--- config.mk ---
export PLATFORM = sky130hd
export DESIGN_NAME = qu_decode_stage
export DESIGN_NICKNAME = d
export VERILOG_FILES = /design/src/rtl/qu_decode_stage_pkg.sv /design/src/rtl/qu_instr_field_decode.sv /design/src/rtl/qu_decode_stage.sv
export SDC_FILE = /design/constraint.sdc
export NUM_CORES = 1
export LEC_CHECK = 0
export ABC_AREA = 1
export BUFFER_PORTS_ARGS = -buffer_cell sky130_fd_sc_hd__buf_2
export CAP_MARGIN = 0
export CORE_ASPECT_RATIO = 0.75
export CORE_MARGIN = 2
export CORE_UTILIZATION = 30
export CTS_BUF_LIST = sky130_fd_sc_hd__clkbuf_2 sky130_fd_sc_hd__clkbuf_4 sky130_fd_sc_hd__clkbuf_8
export DETAILED_ROUTE_END_ITERATION = 6
export SLEW_MARGIN = 15
export SYNTH_ARGS = -nofsm -noshare
export SYNTH_HDL_FRONTEND = slang
export SYNTH_SLANG_ARGS = --single-unit
--- constraint.sdc ---
create_clock -name clk -period 5.9 [get_ports clk]
set_input_delay 0.295 -clock clk [delete_from_list [all_inputs] [get_ports clk]]
set_output_delay 0.295 -clock clk [all_outputs]
set_load 0.05 [all_outputs]
--- src/rtl/qu_decode_stage_pkg.sv ---
// qu_decode_stage_pkg: instruction classes, opcodes and decoded-entry layout shared by the decode stage.
package qu_decode_stage_pkg;
  typedef enum logic [3:0] {
    IC_R, IC_I_ALU, IC_LOAD, IC_STORE, IC_BRANCH, IC_JAL, IC_JALR,
    IC_LUI, IC_AUIPC, IC_CSR, IC_SYSTEM, IC_FENCE, IC_ILLEGAL
  } iclass_t;
  localparam logic [6:0] OP_LUI    = 7'b0110111;
  localparam logic [6:0] OP_AUIPC  = 7'b0010111;
  localparam logic [6:0] OP_JAL    = 7'b1101111;
  localparam logic [6:0] OP_JALR   = 7'b1100111;
  localparam logic [6:0] OP_BRANCH = 7'b1100011;
  localparam logic [6:0] OP_LOAD   = 7'b0000011;
  localparam logic [6:0] OP_STORE  = 7'b0100011;
  localparam logic [6:0] OP_OPIMM  = 7'b0010011;
  localparam logic [6:0] OP_OP     = 7'b0110011;
  localparam logic [6:0] OP_FENCE  = 7'b0001111;
  localparam logic [6:0] OP_SYSTEM = 7'b1110011;
  typedef struct packed {
    iclass_t     iclass;
    logic [2:0]  funct3;
    logic [6:0]  funct7;
    logic [4:0]  rd;
    logic [4:0]  rs1;
    logic [4:0]  rs2;
    logic        rd_valid;
    logic        rs1_valid;
    logic        rs2_valid;
    logic        imm_valid;
    logic [31:0] imm;
    logic        illegal;
  } decoded_instr_t;
endpackage

--- src/rtl/qu_instr_field_decode.sv ---
// qu_instr_field_decode: combinational RV32I field extraction, classification and illegal detection.
module qu_instr_field_decode
  import qu_decode_stage_pkg::*;
#(
  parameter bit CHECK_ILLEGAL = 1'b1
) (
  input  logic [31:0]    instr_i,
  output decoded_instr_t dec_o
);
  logic [6:0] op, f7;
  logic [2:0] f3;
  logic [31:0] i_imm, s_imm, b_imm, u_imm, j_imm, z_imm, imm;
  iclass_t cls;
  logic rdv, rs1v, rs2v, immv, bad, ill;
  assign op = instr_i[6:0];
  assign f3 = instr_i[14:12];
  assign f7 = instr_i[31:25];
  assign i_imm = {{20{instr_i[31]}}, instr_i[31:20]};
  assign s_imm = {{20{instr_i[31]}}, instr_i[31:25], instr_i[11:7]};
  assign b_imm = {{19{instr_i[31]}}, instr_i[31], instr_i[7], instr_i[30:25], instr_i[11:8], 1'b0};
  assign u_imm = {instr_i[31:12], 12'b0};
  assign j_imm = {{11{instr_i[31]}}, instr_i[31], instr_i[19:12], instr_i[20], instr_i[30:21], 1'b0};
  assign z_imm = {20'b0, instr_i[31:20]};
  always_comb begin
    cls  = IC_ILLEGAL;
    rdv  = 1'b0;
    rs1v = 1'b0;
    rs2v = 1'b0;
    immv = 1'b0;
    imm  = '0;
    bad  = 1'b0;
    case (op)
      OP_LUI:    begin cls = IC_LUI;   rdv = 1'b1; immv = 1'b1; imm = u_imm; end
      OP_AUIPC:  begin cls = IC_AUIPC; rdv = 1'b1; immv = 1'b1; imm = u_imm; end
      OP_JAL:    begin cls = IC_JAL;   rdv = 1'b1; immv = 1'b1; imm = j_imm; end
      OP_JALR:   begin cls = IC_JALR;  rdv = 1'b1; rs1v = 1'b1; immv = 1'b1; imm = i_imm; bad = f3 != 3'b000; end
      OP_BRANCH: begin cls = IC_BRANCH; rs1v = 1'b1; rs2v = 1'b1; immv = 1'b1; imm = b_imm; bad = f3[2:1] == 2'b01; end
      OP_LOAD:   begin cls = IC_LOAD;  rdv = 1'b1; rs1v = 1'b1; immv = 1'b1; imm = i_imm; bad = f3 == 3'b011 || f3[2:1] == 2'b11; end
      OP_STORE:  begin cls = IC_STORE; rs1v = 1'b1; rs2v = 1'b1; immv = 1'b1; imm = s_imm; bad = f3 > 3'b010; end
      OP_OPIMM: begin
        cls = IC_I_ALU; rdv = 1'b1; rs1v = 1'b1; immv = 1'b1; imm = i_imm;
        bad = (f3 == 3'b001 && f7 != 7'h00) || (f3 == 3'b101 && f7 != 7'h00 && f7 != 7'h20);
      end
      OP_OP: begin
        cls = IC_R; rdv = 1'b1; rs1v = 1'b1; rs2v = 1'b1;
        bad = (f7 != 7'h00 && f7 != 7'h20) || (f7 == 7'h20 && f3 != 3'b000 && f3 != 3'b101);
      end
      OP_FENCE:  begin cls = IC_FENCE; immv = 1'b1; imm = z_imm; bad = f3 > 3'b001; end
      // funct3 000 is ECALL/EBREAK (imm 0/1); the rest are CSR ops, immediate forms carry uimm in rs1
      OP_SYSTEM: begin
        cls  = f3 == 3'b000 ? IC_SYSTEM : IC_CSR;
        rdv  = f3 != 3'b000;
        rs1v = f3 != 3'b000 && !f3[2];
        immv = 1'b1;
        imm  = z_imm;
        bad  = f3 == 3'b100 || (f3 == 3'b000 && instr_i[31:20] > 12'd1);
      end
      default: bad = 1'b1;
    endcase
  end
  assign ill = CHECK_ILLEGAL && bad;
  always_comb begin
    dec_o.iclass    = ill ? IC_ILLEGAL : cls;
    dec_o.funct3    = f3;
    dec_o.funct7    = f7;
    dec_o.rd        = instr_i[11:7];
    dec_o.rs1       = instr_i[19:15];
    dec_o.rs2       = instr_i[24:20];
    dec_o.rd_valid  = rdv && !ill && instr_i[11:7] != 5'd0;
    dec_o.rs1_valid = rs1v && !ill;
    dec_o.rs2_valid = rs2v && !ill;
    dec_o.imm_valid = immv && !ill;
    dec_o.imm       = imm;
    dec_o.illegal   = ill;
  end
endmodule

--- src/rtl/qu_decode_stage.sv ---
// qu_decode_stage: registered RV32I decode with valid/ready handshakes, a one-entry skid buffer and flush.
module qu_decode_stage
  import qu_decode_stage_pkg::*;
#(
  parameter int PC_WIDTH      = 12,
  parameter bit CHECK_ILLEGAL = 1'b1
) (
  input  logic                clk,
  input  logic                rst,
  input  logic                flush_i,
  input  logic                valid_i,
  output logic                ready_o,
  input  logic [31:0]         instr_i,
  input  logic [PC_WIDTH-1:0] pc_i,
  output logic                valid_o,
  input  logic                ready_i,
  output logic [PC_WIDTH-1:0] pc_o,
  output logic [3:0]          iclass_o,
  output logic [2:0]          funct3_o,
  output logic [6:0]          funct7_o,
  output logic [4:0]          rd_o,
  output logic [4:0]          rs1_o,
  output logic [4:0]          rs2_o,
  output logic                rd_valid_o,
  output logic                rs1_valid_o,
  output logic                rs2_valid_o,
  output logic                imm_valid_o,
  output logic [31:0]         imm_o,
  output logic                illegal_o
);
  decoded_instr_t dec, out_d, out_q, skid_d, skid_q;
  logic [PC_WIDTH-1:0] out_pc_d, out_pc_q, skid_pc_d, skid_pc_q;
  logic out_valid_d, out_valid_q, skid_valid_d, skid_valid_q;
  logic acc, drain, load_out, load_skid;
  qu_instr_field_decode #(.CHECK_ILLEGAL(CHECK_ILLEGAL)) u_field_decode (
    .instr_i(instr_i),
    .dec_o  (dec)
  );
  // the skid only fills while the output is stalled, and ready_o is low whenever it is full
  always_comb begin
    acc          = valid_i && !skid_valid_q;
    drain        = !out_valid_q || ready_i;
    load_out     = !flush_i && drain && (skid_valid_q || acc);
    load_skid    = !flush_i && !drain && acc;
    out_valid_d  = flush_i ? 1'b0 : (drain ? (skid_valid_q || acc) : 1'b1);
    skid_valid_d = !flush_i && !drain && (skid_valid_q || acc);
    out_d        = load_out ? (skid_valid_q ? skid_q : dec) : out_q;
    out_pc_d     = load_out ? (skid_valid_q ? skid_pc_q : pc_i) : out_pc_q;
    skid_d       = load_skid ? dec : skid_q;
    skid_pc_d    = load_skid ? pc_i : skid_pc_q;
  end
  always_ff @(posedge clk or posedge rst) begin
    if (rst) begin
      out_valid_q  <= 1'b0;
      skid_valid_q <= 1'b0;
      out_q        <= '0;
      out_pc_q     <= '0;
      skid_q       <= '0;
      skid_pc_q    <= '0;
    end else begin
      out_valid_q  <= out_valid_d;
      skid_valid_q <= skid_valid_d;
      out_q        <= out_d;
      out_pc_q     <= out_pc_d;
      skid_q       <= skid_d;
      skid_pc_q    <= skid_pc_d;
    end
  end
  assign ready_o     = !skid_valid_q;
  assign valid_o     = out_valid_q;
  assign pc_o        = out_pc_q;
  assign iclass_o    = out_q.iclass;
  assign funct3_o    = out_q.funct3;
  assign funct7_o    = out_q.funct7;
  assign rd_o        = out_q.rd;
  assign rs1_o       = out_q.rs1;
  assign rs2_o       = out_q.rs2;
  assign rd_valid_o  = out_q.rd_valid;
  assign rs1_valid_o = out_q.rs1_valid;
  assign rs2_valid_o = out_q.rs2_valid;
  assign imm_valid_o = out_q.imm_valid;
  assign imm_o       = out_q.imm;
  assign illegal_o   = out_q.illegal;
endmodule
==> impl_metrics.env, run 1 <==
export IMPL_synth_seq_cells=158
export IMPL_netlist_cell_type_count=24
export IMPL_fin_worst_skew_ns=0.0122
export IMPL_grt_max_degree=90
export IMPL_report_final_hold_viol_count=0
export IMPL_clockBufferDepth=2
export IMPL_path_class="reg2out"
export IMPL_place_gp_congestion=0.885
export IMPL_regArea_mm2=0.00395
export IMPL_synth_largest_area_cell="sky130_fd_sc_hd__dfrtp_1"
export IMPL_finalSetupViolCount=0
export IMPL_post_synth_cell_area_avg_um2=7.58
export IMPL_synthesis_nets=1044
export IMPL_postCtsSetupRepairBufs=0
export IMPL_numPortBuffers=128
export IMPL_grt_pass1_vias=6157
export IMPL_worst_slew_pin_transition_ns=1.07
export IMPL_worst_hold_slack_ns=0.0288
export IMPL_ff2ff_setup_slack_ns=3.12
export IMPL_chipWidth_um=187
export IMPL_dominantRegCellSynth="sky130_fd_sc_hd__dfrtp_1"
export IMPL_synth_cell_area_mm2=0.00754
export IMPL_io_pins=129
export IMPL_timing_critical_path_from_type="flop"
export IMPL_cp_data_required_time_ns=5.61
export IMPL_fmax_ghz=0.298
export IMPL_r2r_end="imm_o[2]$_DFFE_PP0P_"
export IMPL_arrival_time_worst_endpoint_ns=3.06
export IMPL_multi_input_comb_area_mm2=0.00308
export IMPL_num_nets_final=1143
export IMPL_cts_tree="built"
export IMPL_synth_top_cell_area_share_pct=52.4
export IMPL_final_fill_count=2667
export IMPL_dieArea_mm2=0.0264
export IMPL_area_growth_pct=17.8
export IMPL_endpoint_kind="primary output"
export IMPL_post_route_min_period_ns=3.35
export IMPL_slew_limit_fails=0
export IMPL_grt_setup_unrepaired="no"
export IMPL_cts_htree_levels=4
export IMPL_leakage_nw=4.93
export IMPL_fp_dieH_um=141
export IMPL_root_buffer="sky130_fd_sc_hd__clkbuf_8"
export IMPL_post_route_util_pct=35.8
export IMPL_timing_final_crit_share_pct=56.8
export IMPL_synth_top_cells_by_count="sky130_fd_sc_hd__nand2_1 (331), sky130_fd_sc_hd__dfrtp_1 (158), sky130_fd_sc_hd__o21ai_0 (142), sky130_fd_sc_hd__nor2_1 (99), sky130_fd_sc_hd__inv_1 (73)"
export IMPL_clk_pin_slew_ns=0.10
export IMPL_max_cap_viol_count=0
export IMPL_r2r_worst_path_cells=7
export IMPL_fp_row_count=50
export IMPL_routed_via_density=4.63
export IMPL_hold_buffers=1
export IMPL_result_of_the_run="finished, final reports clean"
export IMPL_timing_critical_path_to="ready_o"
export IMPL_grt_pass1_wl_um=34500
export IMPL_worst_hold_path_type="in2reg"
export IMPL_start_util_pct=30.4
export IMPL_setup_worst_path_start="skid_valid_q$_DFF_PP0_"
export IMPL_pwr_density_cell_mw_per_mm2=314
export IMPL_synthMostInstantiatedCell="sky130_fd_sc_hd__nand2_1"
export IMPL_ant_nets=0
export IMPL_worstSkewPairLatency_ns=0.48
export IMPL_path_max_fanout=79
export IMPL_drt_pass_1_iters=7
export IMPL_detailroute_via_count=6694
export IMPL_slew_headroom_pct=28.6
export IMPL_ys_warnings_count=0
export IMPL_post_route_cells_drive_above_1_share_pct=17.6
export IMPL_drt_first_iter_violations=492
export IMPL_sum_of_net_half_perimeters_after_detailed_placement_um=14600
export IMPL_share_of_synthesized_registers_carrying_an_async_set_or_reset_pct=100
export IMPL_core_mm2=0.0248
export IMPL_post_cts_resize_count=0
export IMPL_netlist_top_cells_area="sky130_fd_sc_hd__dfrtp_1 (52%), sky130_fd_sc_hd__nand2_1 (16%), sky130_fd_sc_hd__o21ai_0 (9.4%)"
export IMPL_clock_sinks=158
export IMPL_totalWireLength_um=21200
export IMPL_vdd_ir_drop_max_mv=0.162
export IMPL_routed_wire_length_per_instance_um=14.6
export IMPL_synthesis_instances=995
export IMPL_total_drc_errors_in_the_routed_layout=0
export IMPL_grt_remaining_overflow=0
export IMPL_ys_seq_area_share_pct=52.4
export IMPL_cts_inserted_buffers=17
export IMPL_synth_edff_count=0
export IMPL_r2r_start="skid_valid_q$_DFF_PP0_"
export IMPL_global_route_usage_total_pct=16.6
export IMPL_antenna_found_initial=1
export IMPL_timing_setup_tns_ns=0
## power breakdown
group	internal, mW	switching [mW]
clock	0.363	0.501
combinational	0.148	0.449
sequential	1.24	0.0839
total	1.76	1.03
## through the flow
step / instances / area [µm²] / total power [mW] / worst slack [ns]
3_5_place_dp: 1412 / 8450 / 1.95 / 3.10
4_1_cts: 1445 / 8880 / 2.83 / 2.57
2_1_floorplan: 995 / 7540 / 1.78 / 1.34
3_3_place_gp: 1412 / 8450 / 1.94 / 3.16
5_1_grt: 1446 / 8880 / 2.95 / 2.32
6_report: 1446 / 8880 / 2.79 / 2.55
## critical path, cell delays in order (launching register included)
cell and delay (ns):
sky130_fd_sc_hd__dfrtp_1 0.79, sky130_fd_sc_hd__clkinv_2 0.20, sky130_fd_sc_hd__buf_4 0.62, sky130_fd_sc_hd__buf_4 0.56, sky130_fd_sc_hd__buf_2 0.36
## logic make-up (layout without fill, tap and decap cells)
group / Yosys count / count (layout) / synth area share, %
compound gates: 192 / 192 / 13.0
buf+inv: 134 / 246 / 6.98
flops: 158 / 158 / 52.4
simple gates: 511 / 511 / 27.6
other cells: 0 / 1 / 0
## final cells by class
| type | instances | area share (%) |
|---|---|---|
| antenna | 1 | 0.0282 |
| clock buffer | 17 | 2.63 |
| clock inverter | 15 | 2.08 |
| inverter | 78 | 3.37 |
| multi-input combinational | 703 | 34.7 |
| sequential | 158 | 44.5 |
| tap | 338 | 4.76 |
| timing repair buffer | 136 | 7.92 |
## flip-flops by register name (all words and copies together), names as in the netlist, 4 cells and up
name,count
rd_o,5
rs1_o,5
iclass_o,4
skid_q,66
skid_pc_q,12
pc_o,12
imm_o,32
funct7_o,7
rs2_o,5
## placed cells by master, fill, tap and decap left out, drive strengths merged, types with 2 or more instances in the layout
| cell | n |
|---|---|
| nand2 | 337 |
| o21ai | 159 |
| dfrtp | 158 |
| buf | 135 |
| nor2 | 111 |
| inv | 85 |
| nand3 | 55 |
| a21oi | 19 |
| clkbuf | 17 |
| a31oi | 12 |
| clkinv | 7 |
| nand4 | 6 |
| nor3 | 2 |
## layer usage
| layer | track usage [%] | part of all wire [%] |
|---|---|---|
| met5 | 0 | 0 |
| met4 | 3.93 | 0.98 |
| met3 | 3.46 | 6.3 |
| met2 | 23.3 | 41 |
| met1 | 25.6 | 52 |
## worst min-delay path by stage
stage	to	start	depth (start not counted)	slack (ns)
finish	valid_o$_DFF_PP0_	flush_i	2	0.03
global route	valid_o$_DFF_PP0_	flush_i	2	0.02
CTS	skid_valid_q$_DFF_PP0_	flush_i	2	0.006
detailed placement	imm_o[6]$_DFFE_PP0P_	imm_o[6]$_DFFE_PP0P_	2	0.46
global placement	imm_o[6]$_DFFE_PP0P_	imm_o[6]$_DFFE_PP0P_	2	0.46
floorplan	valid_o$_DFF_PP0_	flush_i	1	0.36
(Power assumes the default switching activity.)
==> run 2, diff against run 1 <==
==> constraint.sdc (replaced) <==
create_clock -name clk -period 2.8 [get_ports clk]
set_input_delay 0.14 -clock clk [delete_from_list [all_inputs] [get_ports clk]]
set_output_delay 0.14 -clock clk [all_outputs]
set_load 0.05 [all_outputs]
==> impl_metrics.env, run 2 (same netlist as run 1, synthesis figures left out) <==
export IMPL_cts_inserted_buffers=17
export IMPL_dieArea_mm2=0.0264
export IMPL_final_fill_count=2614
export IMPL_report_final_hold_viol_count=0
export IMPL_timing_hold_worst_endpoint="skid_q[25]$_DFFE_PP0P_"
export IMPL_grt_max_degree=128
export IMPL_largest_register_ffs=66
export IMPL_sum_of_net_half_perimeters_after_detailed_placement_um=14700
export IMPL_slew_headroom_pct=62.7
export IMPL_cts_tree="built"
export IMPL_hold_path_startpoint="instr_i[24]"
export IMPL_leakage_nw=5.04
export IMPL_path_class="reg2out"
export IMPL_fin_worst_skew_ns=0.0164
export IMPL_drt_met1_wl_um=11300
export IMPL_cp_data_required_time_ns=2.66
export IMPL_dr_wl_met3_um=1370
export IMPL_clock_sinks=158
export IMPL_worst_slew_pin_transition_ns=0.559
export IMPL_r2r_end="skid_q[29]$_DFFE_PP0P_"
export IMPL_r2r_start="valid_o$_DFF_PP0_"
export IMPL_worst_hold_path_type="in2reg"
export IMPL_arrival_time_worst_endpoint_ns=2.06
export IMPL_drt_pass_1_iters=5
export IMPL_postCtsSetupRepairBufs=0
export IMPL_grt_pass1_wl_um=34900
export IMPL_timing_critical_path_from_type="flop"
export IMPL_clk_pin_slew_ns=0.08
export IMPL_fmax_ghz=0.455
export IMPL_timing_setup_tns_ns=0
export IMPL_root_buffer="sky130_fd_sc_hd__clkbuf_8"
export IMPL_ant_nets=0
export IMPL_place_gp_congestion=0.873
export IMPL_result_of_the_run="finished, final reports clean"
export IMPL_post_route_cells_drive_above_1_share_pct=17.4
export IMPL_layout_cells_most_common="sky130_fd_sc_hd__nand2_1"
export IMPL_sequentialPowerShare_pct=48.2
export IMPL_internal_power_mw=3.72
export IMPL_routed_wire_length_per_instance_um=14.6
export IMPL_setup_worst_path_start="skid_valid_q$_DFF_PP0_"
export IMPL_pwr_density_cell_mw_per_mm2=630
export IMPL_multi_input_comb_area_mm2=0.00308
export IMPL_cts_htree_levels=4
export IMPL_antenna_found_initial=0
export IMPL_endpoint_kind="primary output"
export IMPL_antennaDiodeCount=0
export IMPL_max_flop_register="skid_q"
export IMPL_comb_power_share_pct=22.4
export IMPL_clockBufferDepth=2
export IMPL_power_net_switching_mw=2.08
export IMPL_core_mm2=0.0248
export IMPL_slew_limit_fails=0
export IMPL_ff2ff_setup_slack_ns=0.83
export IMPL_vdd_ir_drop_max_mv=0.273
export IMPL_grt_remaining_overflow=0
export IMPL_fp_row_count=50
export IMPL_num_nets_final=1173
export IMPL_worstSkewPairLatency_ns=0.47
export IMPL_area_growth_pct=22.1
export IMPL_routed_via_density=4.58
export IMPL_start_util_pct=30.4
export IMPL_p_sw_share_pct=35.9
export IMPL_finalSetupViolCount=0
export IMPL_detailroute_via_count=6751
export IMPL_fp_dieH_um=141
export IMPL_routed_top_layer="met4"
export IMPL_r2r_worst_path_cells=9
export IMPL_final_cell_mix="sky130_fd_sc_hd__nand2_1 (330), sky130_fd_sc_hd__dfrtp_1 (158), sky130_fd_sc_hd__o21ai_0 (142)"
export IMPL_max_cap_viol_count=0
export IMPL_post_route_min_period_ns=2.20
export IMPL_total_drc_errors_in_the_routed_layout=0
export IMPL_regArea_mm2=0.00395
export IMPL_power_clock_fraction_pct=29.4
export IMPL_io_pins=129
export IMPL_grt_pass1_vias=6200
export IMPL_path_max_fanout=127
export IMPL_chipWidth_um=187
export IMPL_finalPower_mw=5.81
export IMPL_drt_first_iter_violations=567
export IMPL_whs_path_depth=3
export IMPL_timing_final_crit_share_pct=78.5
export IMPL_worst_hold_slack_ns=0.0356
export IMPL_totalWireLength_um=21600
export IMPL_grt_setup_unrepaired="no"
export IMPL_global_route_usage_total_pct=16.8
export IMPL_routed_wl_met2_um=8700
export IMPL_numPortBuffers=128
[run 2: cell count changes in the layout (fill, tap and decap cells not counted), moves of 2 or more]
| cell | before | now |
|---|---|---|
| sky130_fd_sc_hd__clkinv_4 | 2 | 0 |
| sky130_fd_sc_hd__clkinv_8 | 3 | 0 |
| sky130_fd_sc_hd__inv_6 | 6 | 4 |
| sky130_fd_sc_hd__buf_12 | 0 | 6 |
| sky130_fd_sc_hd__clkinvlp_4 | 0 | 8 |
| sky130_fd_sc_hd__inv_8 | 4 | 1 |
| sky130_fd_sc_hd__buf_4 | 7 | 4 |
| sky130_fd_sc_hd__dlygate4sd3_1 | 1 | 28 |
[run 2: critical path, stage by stage (launching register included)]
cell	delay [ns]
sky130_fd_sc_hd__dfrtp_1	0.39
sky130_fd_sc_hd__buf_4	0.24
sky130_fd_sc_hd__clkinv_2	0.12
sky130_fd_sc_hd__buf_12	0.38
sky130_fd_sc_hd__buf_2	0.37
[run 2: through the flow]
| step | util, % | setup WS [ns] | cells | instance area, µm² |
|---|---|---|---|---|
| 2_1_floorplan | - | 0.659 | 995 | 7550 |
| 3_3_place_gp | 34.4 | 0.909 | 1415 | 8550 |
| 3_5_place_dp | 34.4 | 0.840 | 1415 | 8550 |
| 4_1_cts | 37.1 | 0.590 | 1475 | 9210 |
| 5_1_grt | 37.1 | 0.450 | 1475 | 9210 |
| 6_report | 37.1 | 0.601 | 1475 | 9210 |
[run 2: worst max-delay path by stage]
stage                                    to  slack (ns)
floorplan           funct3_o[0]$_DFFE_PP0P_        0.66
global placement     skid_q[29]$_DFFE_PP0P_        0.91
detailed placement   skid_q[12]$_DFFE_PP0P_        0.84
CTS                                 ready_o        0.59
global route                        ready_o        0.45
finish                              ready_o        0.60
[run 2: layer usage]
layer	GRT usage, %	up-vias
met5	0	-
met4	3.88	0
met3	4.50	15
met2	23.3	197
met1	25.9	3120
li1	-	3419
[run 2: area by class of cell]
cell class | count | share of cell area [%]
Timing Repair Buffer | 166 | 11.6
Sequential cell | 158 | 42.9
Inverter | 78 | 3.23
Tap cell | 338 | 4.59
Clock inverter | 13 | 1.40
Clock buffer | 19 | 2.77
Multi-Input combinational cell | 703 | 33.5
[run 2: repair_timing]
| item | in CTS | in global routing |
|---|---|---|
| hold endpoints to repair | 51 | 0 |
| hold buffers | 28 | 0 |
| resized for setup | 0 | 0 |
[run 2: power groups by stage]
stage	combinational [mW]	clock (mW)	sequential, mW
after floorplan	0.465	0	3.28
after CTS	1.32	1.77	2.80
after detailed placement	1.28	0	2.84
after global routing	1.43	1.86	2.84
final	1.30	1.71	2.80
after global placement	1.27	0	2.84
